===== config.mk =====
export PLATFORM = sky130hd
export DESIGN_NAME = ram_1port_arbiter
export DESIGN_NICKNAME = d
export VERILOG_FILES = /design/src/rtl/ram_arb_pkg.sv /design/src/rtl/ram_1port_arbiter_rr_arb2.sv /design/src/rtl/ram_1port_arbiter.sv
export SDC_FILE = /design/constraint.sdc
export NUM_CORES = 1
export LEC_CHECK = 0
export BUFFER_PORTS_ARGS = -buffer_cell sky130_fd_sc_hd__buf_4
export CAP_MARGIN = 20
export CORE_MARGIN = 2
export CORE_UTILIZATION = 43
export CTS_CLUSTER_DIAMETER = 40
export CTS_CLUSTER_SIZE = 16
export DETAILED_ROUTE_END_ITERATION = 12
export PLACE_DENSITY = 0.91
export SLEW_MARGIN = 20
export SYNTH_ARGS = -nofsm -noshare
export SYNTH_HDL_FRONTEND = slang
export SYNTH_HIERARCHICAL = 1
export SYNTH_SLANG_ARGS = --single-unit
export TNS_END_PERCENT = 10

===== constraint.sdc =====
create_clock -name sys_clk -period 2.1 [get_ports sys_clk]
set_input_delay 0.21 -clock sys_clk [delete_from_list [all_inputs] [get_ports sys_clk]]
set_output_delay 0.21 -clock sys_clk [all_outputs]
set_load 0.01 [all_outputs]

===== src/rtl/ram_arb_pkg.sv =====
// Shared definitions for the single-port RAM arbiter: port ids, response tag, default sizes.
package ram_arb_pkg;

  localparam int unsigned ADDR_W_DEF = 8;
  localparam int unsigned DATA_W_DEF = 8;
  localparam int unsigned RD_LAT_DEF = 2;

  localparam logic PORT0 = 1'b0;
  localparam logic PORT1 = 1'b1;

  // One slot of the read-return pipeline: a read is in flight and which port issued it.
  typedef struct packed {
    logic vld;
    logic id;
  } tag_t;

endpackage


===== src/rtl/ram_1port_arbiter_rr_arb2.sv =====
// Two-way round-robin arbiter. The grant is combinational; the last granted port is remembered.
module rr_arb2
  import ram_arb_pkg::*;
(
  input  logic       i_clk,
  input  logic       i_rst,
  input  logic [1:0] i_req,
  output logic [1:0] o_gnt_c
);

  logic       r_last_grant;
  logic [1:0] w_gnt;

  // Pick a requester. On contention, the port that was not granted last time wins.
  always_comb begin
    w_gnt = 2'b00;
    if (!i_rst) begin
      unique case (i_req)
        2'b01:   w_gnt = 2'b01;
        2'b10:   w_gnt = 2'b10;
        2'b11:   w_gnt = (r_last_grant == PORT1) ? 2'b01 : 2'b10;
        default: w_gnt = 2'b00;
      endcase
    end
  end

  assign o_gnt_c = w_gnt;

  // Remember the most recently granted port; reset favours port 0 on first contention.
  always_ff @(posedge i_clk or posedge i_rst) begin
    if (i_rst) begin
      r_last_grant <= PORT1;
    end else if (|w_gnt) begin
      r_last_grant <= w_gnt[1] ? PORT1 : PORT0;
    end
  end

endmodule


===== src/rtl/ram_1port_arbiter.sv =====
// Shares one single-port RAM between two request ports: round-robin arbitration,
// registered RAM controls and a tag pipeline that steers read data back to its issuer.
module ram_1port_arbiter
  import ram_arb_pkg::*;
#(
  parameter int unsigned ADDR_W = ADDR_W_DEF,
  parameter int unsigned DATA_W = DATA_W_DEF,
  parameter int unsigned RD_LAT = RD_LAT_DEF
)(
  input  logic              sys_clk,
  input  logic              sys_rst,

  input  logic              p0_valid,
  output logic              p0_ready,
  input  logic              p0_we,
  input  logic [ADDR_W-1:0] p0_addr,
  input  logic [DATA_W-1:0] p0_wdata,
  output logic              p0_rsp_valid,

  input  logic              p1_valid,
  output logic              p1_ready,
  input  logic              p1_we,
  input  logic [ADDR_W-1:0] p1_addr,
  input  logic [DATA_W-1:0] p1_wdata,
  output logic              p1_rsp_valid,

  output logic [DATA_W-1:0] rsp_rdata,

  output logic [ADDR_W-1:0] ram_addr,
  output logic [DATA_W-1:0] ram_wdata,
  output logic              ram_wren,
  output logic              ram_rden,
  input  logic [DATA_W-1:0] ram_q
);

  // One extra stage covers the RAM control register in front of the macro.
  localparam int unsigned TAG_D = RD_LAT + 1;

  logic [1:0]        w_gnt;
  logic              w_acc;
  logic              w_we;
  logic [ADDR_W-1:0] w_addr;
  logic [DATA_W-1:0] w_wdata;
  tag_t              w_tag_in;
  tag_t [TAG_D-1:0]  r_tag;

  rr_arb2 u_arb (
    .i_clk   (sys_clk),
    .i_rst   (sys_rst),
    .i_req   ({p1_valid, p0_valid}),
    .o_gnt_c (w_gnt)
  );

  assign p0_ready = w_gnt[0];
  assign p1_ready = w_gnt[1];

  // Select the accepted request's fields; at most one grant is active.
  assign w_acc   = |w_gnt;
  assign w_we    = w_gnt[1] ? p1_we    : p0_we;
  assign w_addr  = w_gnt[1] ? p1_addr  : p0_addr;
  assign w_wdata = w_gnt[1] ? p1_wdata : p0_wdata;

  // Register the accepted access toward the RAM; address and data hold when idle.
  always_ff @(posedge sys_clk or posedge sys_rst) begin
    if (sys_rst) begin
      ram_addr  <= '0;
      ram_wdata <= '0;
      ram_wren  <= 1'b0;
      ram_rden  <= 1'b0;
    end else if (w_acc) begin
      ram_addr  <= w_addr;
      ram_wdata <= w_wdata;
      ram_wren  <= w_we;
      ram_rden  <= ~w_we;
    end else begin
      ram_wren  <= 1'b0;
      ram_rden  <= 1'b0;
    end
  end

  assign w_tag_in.vld = w_acc & ~w_we;
  assign w_tag_in.id  = w_gnt[1];

  // Track in-flight reads so each response lands on the port that issued it.
  always_ff @(posedge sys_clk or posedge sys_rst) begin
    if (sys_rst) begin
      r_tag <= '0;
    end else begin
      r_tag <= {r_tag[TAG_D-2:0], w_tag_in};
    end
  end

  assign p0_rsp_valid = r_tag[TAG_D-1].vld & (r_tag[TAG_D-1].id == PORT0);
  assign p1_rsp_valid = r_tag[TAG_D-1].vld & (r_tag[TAG_D-1].id == PORT1);
  assign rsp_rdata    = ram_q;

endmodule


## After elaboration in Yosys (flattened, before gate mapping)

Cells that the tools add are included.

- Output and inout bits: 30
- Bits of input ports: 46
- Memories: 0
- ROM bits: 0
- Latch bits: 0
- Memory bits (writable): 0
- Register bits: 25

- Multiply operators: 0
- Order comparisons: 0
- Divide/modulo/power cells: 0
- Equal/unequal tests: 3
- Add/sub/neg operators: 0
- Mux-type cells: 9
- Shifts and indexed selects: 0
- Reductions and logical operators: 1
- Bitwise logic cells: 5

Operators with widths:

| kind | number |
|---|---|
| $mux 8 | 2 |
| $pmux 2 s3 | 1 |
| $eq 2x2->1 const B | 2 |
| $mux 1 | 4 |
| $mux 2 | 2 |
| $and 1x1->1 | 3 |
| $eq 2x1->1 const B | 1 |
| $not 1->1 | 2 |
| $reduce_or 2->1 | 1 |

## Depth between registers and ports, before layout

Gate-level depths: netlist of run 1.

- Depth in word-level cells: 6
- Mapped depth: 6
- Depth with buffers taken out: 4

## Cells and area by module

Netlist of run 1, hierarchy kept.

By module, submodules not included:

| module | times used | sequential area each (sq um) | cells an instance | area an instance (sq um) |
|---|---|---|---|---|
| ram_1port_arbiter | 1 | 575.6 | 94 | 1,033.5 |
| rr_arb2 | 1 | 26.3 | 8 | 72.6 |

## Worst setup path after synthesis of run 1

Ideal clock, no wire load.

- Kind: register to register
- From: reg u_arb.r_last_grant
- To: reg ram_addr[5]
- Setup slack: 432 ps
- Arrival: 1,537 ps
- Cell stages (with the launch flop): 7
- Period minus slack after synthesis: 1,668 ps
- Required time: 1,969 ps
- Path through: dfstp_2 inv_1 a21boi_0 buf_6 buf_12 mux2i_1 o21ai_1

- Cells in the longest elaborated chain, start to end: 4

RTL lines:

| item | RTL line | source |
|---|---|---|
| start, declared | ram_1port_arbiter_rr_arb2.sv:11 | `logic r_last_grant;` |
| start signal, assigned | ram_1port_arbiter_rr_arb2.sv:34 | `r_last_grant <= w_gnt[1] ? PORT1 : PORT0;` |
| $mux 2 | ram_1port_arbiter_rr_arb2.sv:21 | `2'b11: w_gnt = (r_last_grant == PORT1) ? 2'b01 : 2'b10;` |
| $pmux 2 s3 | ram_1port_arbiter_rr_arb2.sv:18 | `unique case (i_req)` |
| $mux 2 | ram_1port_arbiter_rr_arb2.sv:17 | `if (!i_rst) begin` |
| net p0_ready | ram_1port_arbiter.sv:14 | `output logic p0_ready,` |
| $reduce_or 2->1 | ram_1port_arbiter.sv:58 | `assign w_acc = \|w_gnt;` |
| end signal, assigned | ram_1port_arbiter.sv:71 | `ram_addr <= w_addr;` |
| end, declared | ram_1port_arbiter.sv:29 | `output logic [ADDR_W-1:0] ram_addr,` |

The timed path passes the listed nets, and every way through them passes these cells.
A chain may end at the register's enable or synchronous reset.

## Worst setup path after layout of run 1

- From: in sys_rst
- To: out p0_ready

- Cells in the longest elaborated chain, start to end: 1

RTL lines:

| item | RTL line | source |
|---|---|---|
| start, declared | ram_1port_arbiter.sv:11 | `input logic sys_rst,` |
| $mux 2 | ram_1port_arbiter_rr_arb2.sv:17 |  |
| end, declared | ram_1port_arbiter.sv:14 |  |

Every way passes these cells.

==> flow_metrics.env, run 1 <==
export IMPL_gr_usage_all_layers_pct=16.6
export IMPL_cpLargestDelayFamily="buffers and inverters"
export IMPL_die_area_mm2=0.00299
export IMPL_cp_slowest_cell="dlygate4sd3_1"
export IMPL_cp_slowest_stage_delay_ns=0.53
export IMPL_p_per_area_mw_per_mm2=707
export IMPL_diodes=0
export IMPL_pin_count=76
export IMPL_rsz0062_at_grt="false"
export IMPL_route_detailed_drc=0
export IMPL_worst_r2r_path_depth=5
export IMPL_outcome="completed"
export IMPL_ir_drop_mv=0.583
export IMPL_rr_endpoint="ram_addr[1]"
export IMPL_relSlewSlack_pct=43.2
export IMPL_finalPower_mw=1.08
export IMPL_critPathArrivalTime_ns=1.65
export IMPL_startpoint_type="input port"
export IMPL_syn_num_nets=148
export IMPL_core_mm2=0.00245
export IMPL_cts_sinks=24
export IMPL_critPathRequiredTime_ns=1.89
export IMPL_hpwl_um=1900
export IMPL_cp_max_fo=18
export IMPL_htree_num_levels=1
export IMPL_drv_cap=0
export IMPL_grt_antenna_before_repair=0
export IMPL_fin_nets=201
export IMPL_drtIter0Drc=5
export IMPL_final_layout_size_suffix_gt1_share_pct=44.2
export IMPL_path_clk_slew_ns=0.12
export IMPL_r2r_start="u_arb/r_last_grant"
export IMPL_cts_buffers=3
export IMPL_fmax_ghz=0.538
export IMPL_worstMarginPinSlew_ns=0.851
export IMPL_hp_class="in2reg"
export IMPL_slew_viol_final=0
export IMPL_die_x_um=54.7
export IMPL_critPathBufInv=4
export IMPL_post_route_period_util_pct=88.5
export IMPL_gr_total_overflow=0
export IMPL_clock_latency_ns=0.30
export IMPL_cts_setup_buffers=0
export IMPL_fp_dieH_um=54.7
export IMPL_clockBufferDepth=2
export IMPL_first_pass_iters=4
export IMPL_netlist_area_mm2=0.00111
export IMPL_syn_inst=102
export IMPL_wl_per_cell_um=13.1
export IMPL_yosysSeqAreaShare_pct=54.4
export IMPL_vias=884
export IMPL_hold_viol=0
export IMPL_num_rows=18
export IMPL_p_leak_nw=0.758
export IMPL_ant_nets=0
export IMPL_critPathKind="in2out"
export IMPL_cts_root_buf="clkbuf_4"
export IMPL_fin_worst_skew_ns=0.00266
export IMPL_fillers=215
export IMPL_rrSetupSlack_ns=0.63
export IMPL_port_buffers=59
export IMPL_min_period_ns=1.86
export IMPL_hold_path_depth=2
export IMPL_grt_max_degree=37
export IMPL_crit_path_end_kind="output pin"
export IMPL_via_per_inst=4.80
export IMPL_ys_warnings_count=6
export IMPL_grt_pass1_vias=807
export IMPL_hold_path_end="r_tag[1]"
export IMPL_totalWireLength_um=2410
export IMPL_area_delta_synth_final_pct=38.6
export IMPL_hold_start="p0_we"
export IMPL_grt_pass1_wl_um=3540
export IMPL_yosysUniqueCellTypes=20
export IMPL_setup_violations_final=0
export IMPL_initial_core_util_pct=45.1
export IMPL_cp_common_cell="buf_4"
export IMPL_synth_seq_cells=24
export IMPL_tns_ns=0
export IMPL_avgSynthCellArea_um2=10.8
export IMPL_place_congestion=0.621
export IMPL_cts_tree="built"
export IMPL_crit_chain="dlygate4sd3_1 -> buf_4 -> nor2b_2 -> a21boi_2 -> buf_4 -> buf_4"
-- where the power goes --
| group | switching, mW | internal (mW) |
|---|---|---|
| registers | 0.0381 | 0.533 |
| clock network | 0.128 | 0.0740 |
| logic | 0.136 | 0.175 |
| total | 0.302 | 0.782 |
-- Yosys cell counts --
| master | instances | area (um2) |
|---|---|---|
| dfstp_2 | 1 | 26.3 |
| nor2b_1 | 1 | 6.26 |
| buf_2 | 2 | 10.0 |
| dfrtp_1 | 23 | 576 |
| a21oi_1 | 1 | 5.00 |
| inv_1 | 5 | 18.8 |
| or2b_1 | 1 | 7.51 |
| buf_6 | 1 | 11.3 |
| o22ai_1 | 1 | 6.26 |
| o21ai_0 | 6 | 30.0 |
| buf_4 | 9 | 67.6 |
| and2_1 | 1 | 6.26 |
| nand2_1 | 17 | 63.8 |
| o21ai_1 | 11 | 55.1 |
| buf_12 | 1 | 20.0 |
| mux2i_1 | 17 | 170 |
| a21boi_0 | 1 | 7.51 |
| nor2b_2 | 1 | 8.76 |
| nand2b_1 | 1 | 6.26 |
| clkbuf_1 | 1 | 3.75 |
-- worst max-delay path by stage --
stage / startpoint / cells after the start / to
after floorplan: u_arb/r_last_grant / 6 / ram_addr[5]
after global placement: u_arb/r_last_grant / 5 / ram_wdata[6]
after detailed placement: u_arb/r_last_grant / 5 / ram_addr[3]
after CTS: sys_rst / 6 / p0_ready
after global routing: sys_rst / 6 / p0_ready
final: sys_rst / 6 / p0_ready
-- final cells by class --
type / count / area, um2 / area share [%]
clock buffer: 4 / 26.3 / 1.71
inverter: 5 / 18.8 / 1.22
multi-input combinational: 59 / 380 / 24.8
sequential: 24 / 602 / 39.3
tap: 30 / 37.5 / 2.45
timing repair buffer: 62 / 468 / 30.5
-- layout by cell type (no fill, tap or decap) --
cell type      instances
clkbuf_4               3
or2b_1                 1
nand2_1               17
nor2b_2                1
o22ai_1                1
dfrtp_1               23
nor2b_1                1
and2_1                 1
o21ai_0                6
mux2i_1               17
dfstp_2                1
a21oi_2                1
a21boi_2               1
o21ai_1               11
dlygate4sd3_1          1
buf_4                 61
inv_1                  5
nand2b_1               1
clkbuf_1               1
-- flip-flops by register name, summed over array words and instances, names as in the netlist --
signal              flops
ram_wdata               8
ram_addr                8
ram_wren                1
u_arb/r_last_grant      1
r_tag                   6
-- logic make-up after synthesis --
logic type	count (synthesis)	share of synthesized area (%)
flops	24	54.4
simple gates	22	8.94
compound gates	20	9.39
mux	17	15.4
buf+inv	19	11.9
-- repair_timing --
action                    in CTS  in global routing
hold endpoints to repair       1                  0
gates resized for setup        0                  0
hold buffers                   1                  0
-- per-stage QoR --
stage	instance area [um2]	worst slack [ns]	hold WS, ns	instances	utilization (%)
2_1_floorplan	1110	0.432	0.0997	102	-
3_3_place_gp	1500	0.680	0.238	179	61.0
3_5_place_dp	1500	0.619	0.259	179	61.0
4_1_cts	1530	0.223	0.0610	184	62.4
5_1_grt	1530	0.163	0.0609	184	62.4
6_report	1530	0.241	0.0735	184	62.4
-- layer usage --
metal / GRT usage, % / share of wire (%) / wire, um
met5: 0 / 0 / 0
met4: 6.25 / 0.79 / 19
met3: 1.91 / 5.3 / 127
met2: 29.6 / 57 / 1370
met1: 20.4 / 37 / 892
(Power assumes the default switching activity.)
==> run 2: changes to the inputs <==
--- a/config.mk
+++ b/config.mk
@@ -8,11 +8,11 @@
 export BUFFER_PORTS_ARGS = -buffer_cell sky130_fd_sc_hd__buf_4
 export CAP_MARGIN = 20
 export CORE_MARGIN = 2
-export CORE_UTILIZATION = 43
+export CORE_UTILIZATION = 40
 export CTS_CLUSTER_DIAMETER = 40
 export CTS_CLUSTER_SIZE = 16
 export DETAILED_ROUTE_END_ITERATION = 12
-export PLACE_DENSITY = 0.91
+export PLACE_DENSITY = 0.86
 export SLEW_MARGIN = 20
 export SYNTH_ARGS = -nofsm -noshare
 export SYNTH_HDL_FRONTEND = slang
==> constraint.sdc (replaced) <==
create_clock -name sys_clk -period 1.8 [get_ports sys_clk]
set_input_delay 0.18 -clock sys_clk [delete_from_list [all_inputs] [get_ports sys_clk]]
set_output_delay 0.18 -clock sys_clk [all_outputs]
set_load 0.01 [all_outputs]
==> flow_metrics.env, run 2 (synthesized netlist as in run 1, its figures left out) <==
export IMPL_outcome="completed"
export IMPL_die_area_mm2=0.00320
export IMPL_cts_sinks=24
export IMPL_initial_core_util_pct=41.2
export IMPL_hold_start="p0_we"
export IMPL_final_layout_size_suffix_gt1_share_pct=45.5
export IMPL_hold_path_end="r_tag[1]"
export IMPL_p_per_area_mw_per_mm2=843
export IMPL_cts_buffers=3
export IMPL_drtIter0Drc=18
export IMPL_ctsResizeCount=0
export IMPL_r2r_start="u_arb/r_last_grant"
export IMPL_core_mm2=0.00269
export IMPL_hold_path_depth=2
export IMPL_crit_path_end_kind="output pin"
export IMPL_totalWireLength_um=2400
export IMPL_route_detailed_drc=0
export IMPL_grt_pass1_vias=878
export IMPL_p_leak_nw=0.775
export IMPL_final_util_pct=58.0
export IMPL_slew_viol_final=0
export IMPL_fillers=239
export IMPL_drv_cap=0
export IMPL_port_buffers=59
export IMPL_hold_viol=0
export IMPL_pin_count=76
export IMPL_reg_largest_list="ram_addr: 8 flops, ram_wdata: 8 flops, r_tag: 6 flops"
export IMPL_fin_worst_skew_ns=0.00156
export IMPL_cts_root_buf="clkbuf_4"
export IMPL_critPathRequiredTime_ns=1.62
export IMPL_startpoint_type="input port"
export IMPL_ir_drop_mv=0.415
export IMPL_relSlewSlack_pct=44.5
export IMPL_rsz0062_at_grt="false"
export IMPL_hpwl_um=1890
export IMPL_diodes=0
export IMPL_grt_max_degree=28
export IMPL_clockBufferDepth=2
export IMPL_via_per_inst=4.79
export IMPL_ant_nets=0
export IMPL_wl_per_cell_um=12.8
export IMPL_first_pass_iters=4
export IMPL_setup_violations_final=0
export IMPL_die_x_um=56.6
export IMPL_tns_ns=0
export IMPL_rr_endpoint="ram_wdata[7]"
export IMPL_worst_r2r_path_depth=5
export IMPL_critPathArrivalTime_ns=1.53
export IMPL_post_route_period_util_pct=95.2
export IMPL_min_period_ns=1.71
export IMPL_num_rows=19
export IMPL_mostFrequentLayoutCell="buf_4"
export IMPL_cp_max_fo=10
export IMPL_worstMarginPinSlew_ns=0.831
export IMPL_htree_num_levels=1
export IMPL_grt_pass1_wl_um=3880
export IMPL_cts_tree="built"
export IMPL_path_clk_slew_ns=0.13
export IMPL_grt_antenna_before_repair=0
export IMPL_gr_usage_all_layers_pct=15.8
export IMPL_clock_latency_ns=0.31
export IMPL_vias=896
export IMPL_gr_total_overflow=0
export IMPL_critPathKind="in2out"
export IMPL_rrSetupSlack_ns=0.30
export IMPL_fmax_ghz=0.584
export IMPL_fp_dieH_um=56.6
export IMPL_hp_class="in2reg"
export IMPL_area_delta_synth_final_pct=41.0
export IMPL_final_cell_mix="buf_4, dfrtp_1, mux2i_1, nand2_1, o21ai_1"
export IMPL_fin_nets=203
export IMPL_place_congestion=0.853
==> run 2: metal layers <==
| layer | global-route usage [%] | share of wire [%] | up-vias |
|---|---|---|---|
| li1 | - | - | 433 |
| met2 | 28.6 | 50 | 42 |
| met5 | 0 | 0 | - |
| met4 | 7.48 | 0.71 | 0 |
| met1 | 17.2 | 39 | 419 |
| met3 | 3.69 | 10 | 2 |
==> run 2: final cells by class <==
class                   instances  area [um2]  area share [%]
repair buffers                 64         483            31.0
clock buffers                   4        36.3            2.33
well taps                      31        38.8            2.49
flip-flops and latches         24         602            38.6
multi-input cells              59         380            24.4
inverters                       5        18.8            1.20
==> run 2: worst max path at each step <==
stage,start,end,slack [ns],depth (start not counted)
global placement,u_arb/r_last_grant,ram_wdata[7],0.41,5
floorplan,u_arb/r_last_grant,ram_addr[5],0.13,6
global route,sys_rst,p1_ready,0.01,6
CTS,sys_rst,p1_ready,0.08,6
detailed placement,u_arb/r_last_grant,ram_wdata[7],0.31,5
finish,sys_rst,p1_ready,0.09,6
==> run 2: repair_timing <==
action                                 4_1_cts  5_1_grt
hold buffers                                 1        0
endpoints found under the hold margin        1        0
setup buffers                                0        0
==> run 2: where the power goes <==
part	leakage [nW]	switching (mW)	internal, mW
clock	0.0210	0.156	0.123
combinational	0.456	0.162	0.208
sequential	0.297	0.0440	0.622
==> run 2: worst max-delay path, cell delays in order <==
cell	delay, ns
dlygate4sd3_1	0.54
buf_4	0.15
or2b_1	0.24
a21oi_2	0.13
buf_4	0.18
buf_4	0.13
==> run 2: through the flow <==
| stage | power [mW] | hold slack, ns | cell area (um2) | setup WS (ns) | instances |
|---|---|---|---|---|---|
| final | 1.31 | 0.0371 | 1560 | 0.0871 | 187 |
| after global routing | 1.39 | 0.0194 | 1560 | 0.0124 | 187 |
| after CTS | 1.34 | 0.0119 | 1560 | 0.0775 | 187 |
| after floorplan | 0.854 | 0.0697 | 1110 | 0.132 | 102 |
| after detailed placement | 1.05 | 0.218 | 1510 | 0.310 | 182 |
| after global placement | 1.03 | 0.208 | 1510 | 0.405 | 182 |
==> run 3: changes to the inputs <==
--- a/config.mk
+++ b/config.mk
@@ -7,6 +7,7 @@
 export LEC_CHECK = 0
 export BUFFER_PORTS_ARGS = -buffer_cell sky130_fd_sc_hd__buf_4
 export CAP_MARGIN = 20
+export CORE_ASPECT_RATIO = 0.8
 export CORE_MARGIN = 2
 export CORE_UTILIZATION = 40
 export CTS_CLUSTER_DIAMETER = 40
==> constraint.sdc (replaced) <==
create_clock -name sys_clk -period 1.9 [get_ports sys_clk]
set_input_delay 0.19 -clock sys_clk [delete_from_list [all_inputs] [get_ports sys_clk]]
set_output_delay 0.19 -clock sys_clk [all_outputs]
set_load 0.01 [all_outputs]
==> flow_metrics.env, run 3 (synthesized netlist as in run 1, its figures left out) <==
export IMPL_outcome="completed"
export IMPL_totalWireLength_um=2440
export IMPL_ir_drop_mv=0.260
export IMPL_ant_nets=0
export IMPL_cp_common_cell="buf_4"
export IMPL_clock_latency_ns=0.31
export IMPL_placed_area_mm2=0.00151
export IMPL_diodes=0
export IMPL_critPathBufInv=4
export IMPL_rsz0062_at_grt="false"
export IMPL_multi_input_area_um2=380
export IMPL_fin_worst_skew_ns=0.00742
export IMPL_via_per_inst=4.65
export IMPL_p_leak_nw=0.763
export IMPL_p_per_area_mw_per_mm2=778
export IMPL_port_buffers=59
export IMPL_final_area_mm2=0.00155
export IMPL_cts_sinks=24
export IMPL_cts_root_buf="clkbuf_4"
export IMPL_first_pass_iters=4
export IMPL_cts_hold_buf=1
export IMPL_dp_cells=188
export IMPL_tns_ns=0
export IMPL_min_period_ns=1.82
export IMPL_path_clk_slew_ns=0.12
export IMPL_hold_viol=0
export IMPL_fmax_ghz=0.550
export IMPL_cp_slowest_cell="dlygate4sd3_1"
export IMPL_num_rows=17
export IMPL_gr_total_overflow=0
export IMPL_hp_class="in2reg"
export IMPL_cp_max_fo=18
export IMPL_setup_violations_final=0
export IMPL_layout_area_seq_um2=602
export IMPL_place_congestion=0.706
export IMPL_wl_per_cell_um=12.7
export IMPL_cpLargestDelayFamily="buffers and inverters"
export IMPL_area_delta_synth_final_pct=40.2
export IMPL_post_route_period_util_pct=95.7
export IMPL_critPathArrivalTime_ns=1.63
export IMPL_gr_usage_all_layers_pct=17.0
export IMPL_initial_core_util_pct=40.9
export IMPL_final_layout_size_suffix_gt1_share_pct=44.5
export IMPL_ctsResizeCount=0
export IMPL_grt_max_degree=24
export IMPL_drtIter0Drc=22
export IMPL_hold_slack_ns=0.0505
export IMPL_grt_pass1_vias=912
export IMPL_grt_pass1_wl_um=4170
export IMPL_cts_tree="built"
export IMPL_htree_num_levels=1
export IMPL_clockBufferDepth=2
export IMPL_fin_cells=193
export IMPL_cts_buffers=3
export IMPL_fp_dieH_um=51.0
export IMPL_hpwl_um=1890
export IMPL_reg_largest_list="ram_addr: 8 flops, ram_wdata: 8 flops, r_tag: 6 flops"
export IMPL_slew_viol_final=0
export IMPL_startpoint_type="input port"
export IMPL_mostFrequentLayoutCell="buf_4"
export IMPL_core_mm2=0.00270
export IMPL_die_area_mm2=0.00320
export IMPL_drv_cap=0
export IMPL_fillers=232
export IMPL_rrSetupSlack_ns=0.39
export IMPL_route_detailed_drc=0
export IMPL_fin_nets=202
export IMPL_die_x_um=62.8
export IMPL_vias=898
export IMPL_cp_slowest_stage_delay_ns=0.55
export IMPL_relSlewSlack_pct=42.7
export IMPL_grt_antenna_before_repair=0
export IMPL_pin_count=76
export IMPL_critPathKind="in2out"
export IMPL_crit_chain="dlygate4sd3_1 -> buf_4 -> nor2b_2 -> a21boi_2 -> buf_4 -> buf_4"
export IMPL_final_cell_mix="buf_4, dfrtp_1, mux2i_1, nand2_1, o21ai_1"
export IMPL_cts_setup_buffers=0
export IMPL_crit_path_end_kind="output pin"
export IMPL_worstMarginPinSlew_ns=0.859
export IMPL_critPathRequiredTime_ns=1.71
==> run 3: final cells by class <==
class | count | area share (%)
Clock buffer | 4 | 1.69
Inverter | 5 | 1.21
Multi-Input combinational cell | 59 | 24.5
Sequential cell | 24 | 38.8
Tap cell | 38 | 3.07
Timing Repair Buffer | 63 | 30.7
==> run 3: final timing paths <==
path / startpoint / end / cells past startpoint
worst max-delay path: sys_rst / p0_ready / 6
worst min-delay path: p0_we / r_tag[1] / 2
worst max register to register: u_arb/r_last_grant / ram_addr[0] / 5
worst min register to register: r_tag[0] / r_tag[2] / 0
max in group asynchronous: sys_rst / ram_addr[2] / 3
min in group asynchronous: sys_rst / u_arb/r_last_grant / 3
==> run 3: report_power, final <==
| part | leakage, nW | switching, mW | internal (mW) | total [mW] |
|---|---|---|---|---|
| Combinational | 0.451 | 0.153 | 0.195 | 0.348 |
| Sequential | 0.297 | 0.0412 | 0.589 | 0.630 |
| Clock | 0.0150 | 0.146 | 0.0819 | 0.228 |
==> run 3: metal layers <==
layer | up-vias | global-route usage, % | share of wire (%)
met4 | 0 | 8.52 | 1.6
met5 | - | 0 | 0
li1 | 435 | - | -
met1 | 419 | 18.3 | 39
met2 | 40 | 33.0 | 52
met3 | 4 | 2.42 | 7.2
==> run 3: per-stage QoR <==
step	power, mW	worst slack, ns	util (%)
3_3_place_gp	0.977	0.479	56.0
4_1_cts	1.22	0.0866	57.4
5_1_grt	1.28	0.00651	57.4
2_1_floorplan	0.809	0.232	-
6_report	1.21	0.0826	57.4
3_5_place_dp	0.994	0.383	56.0
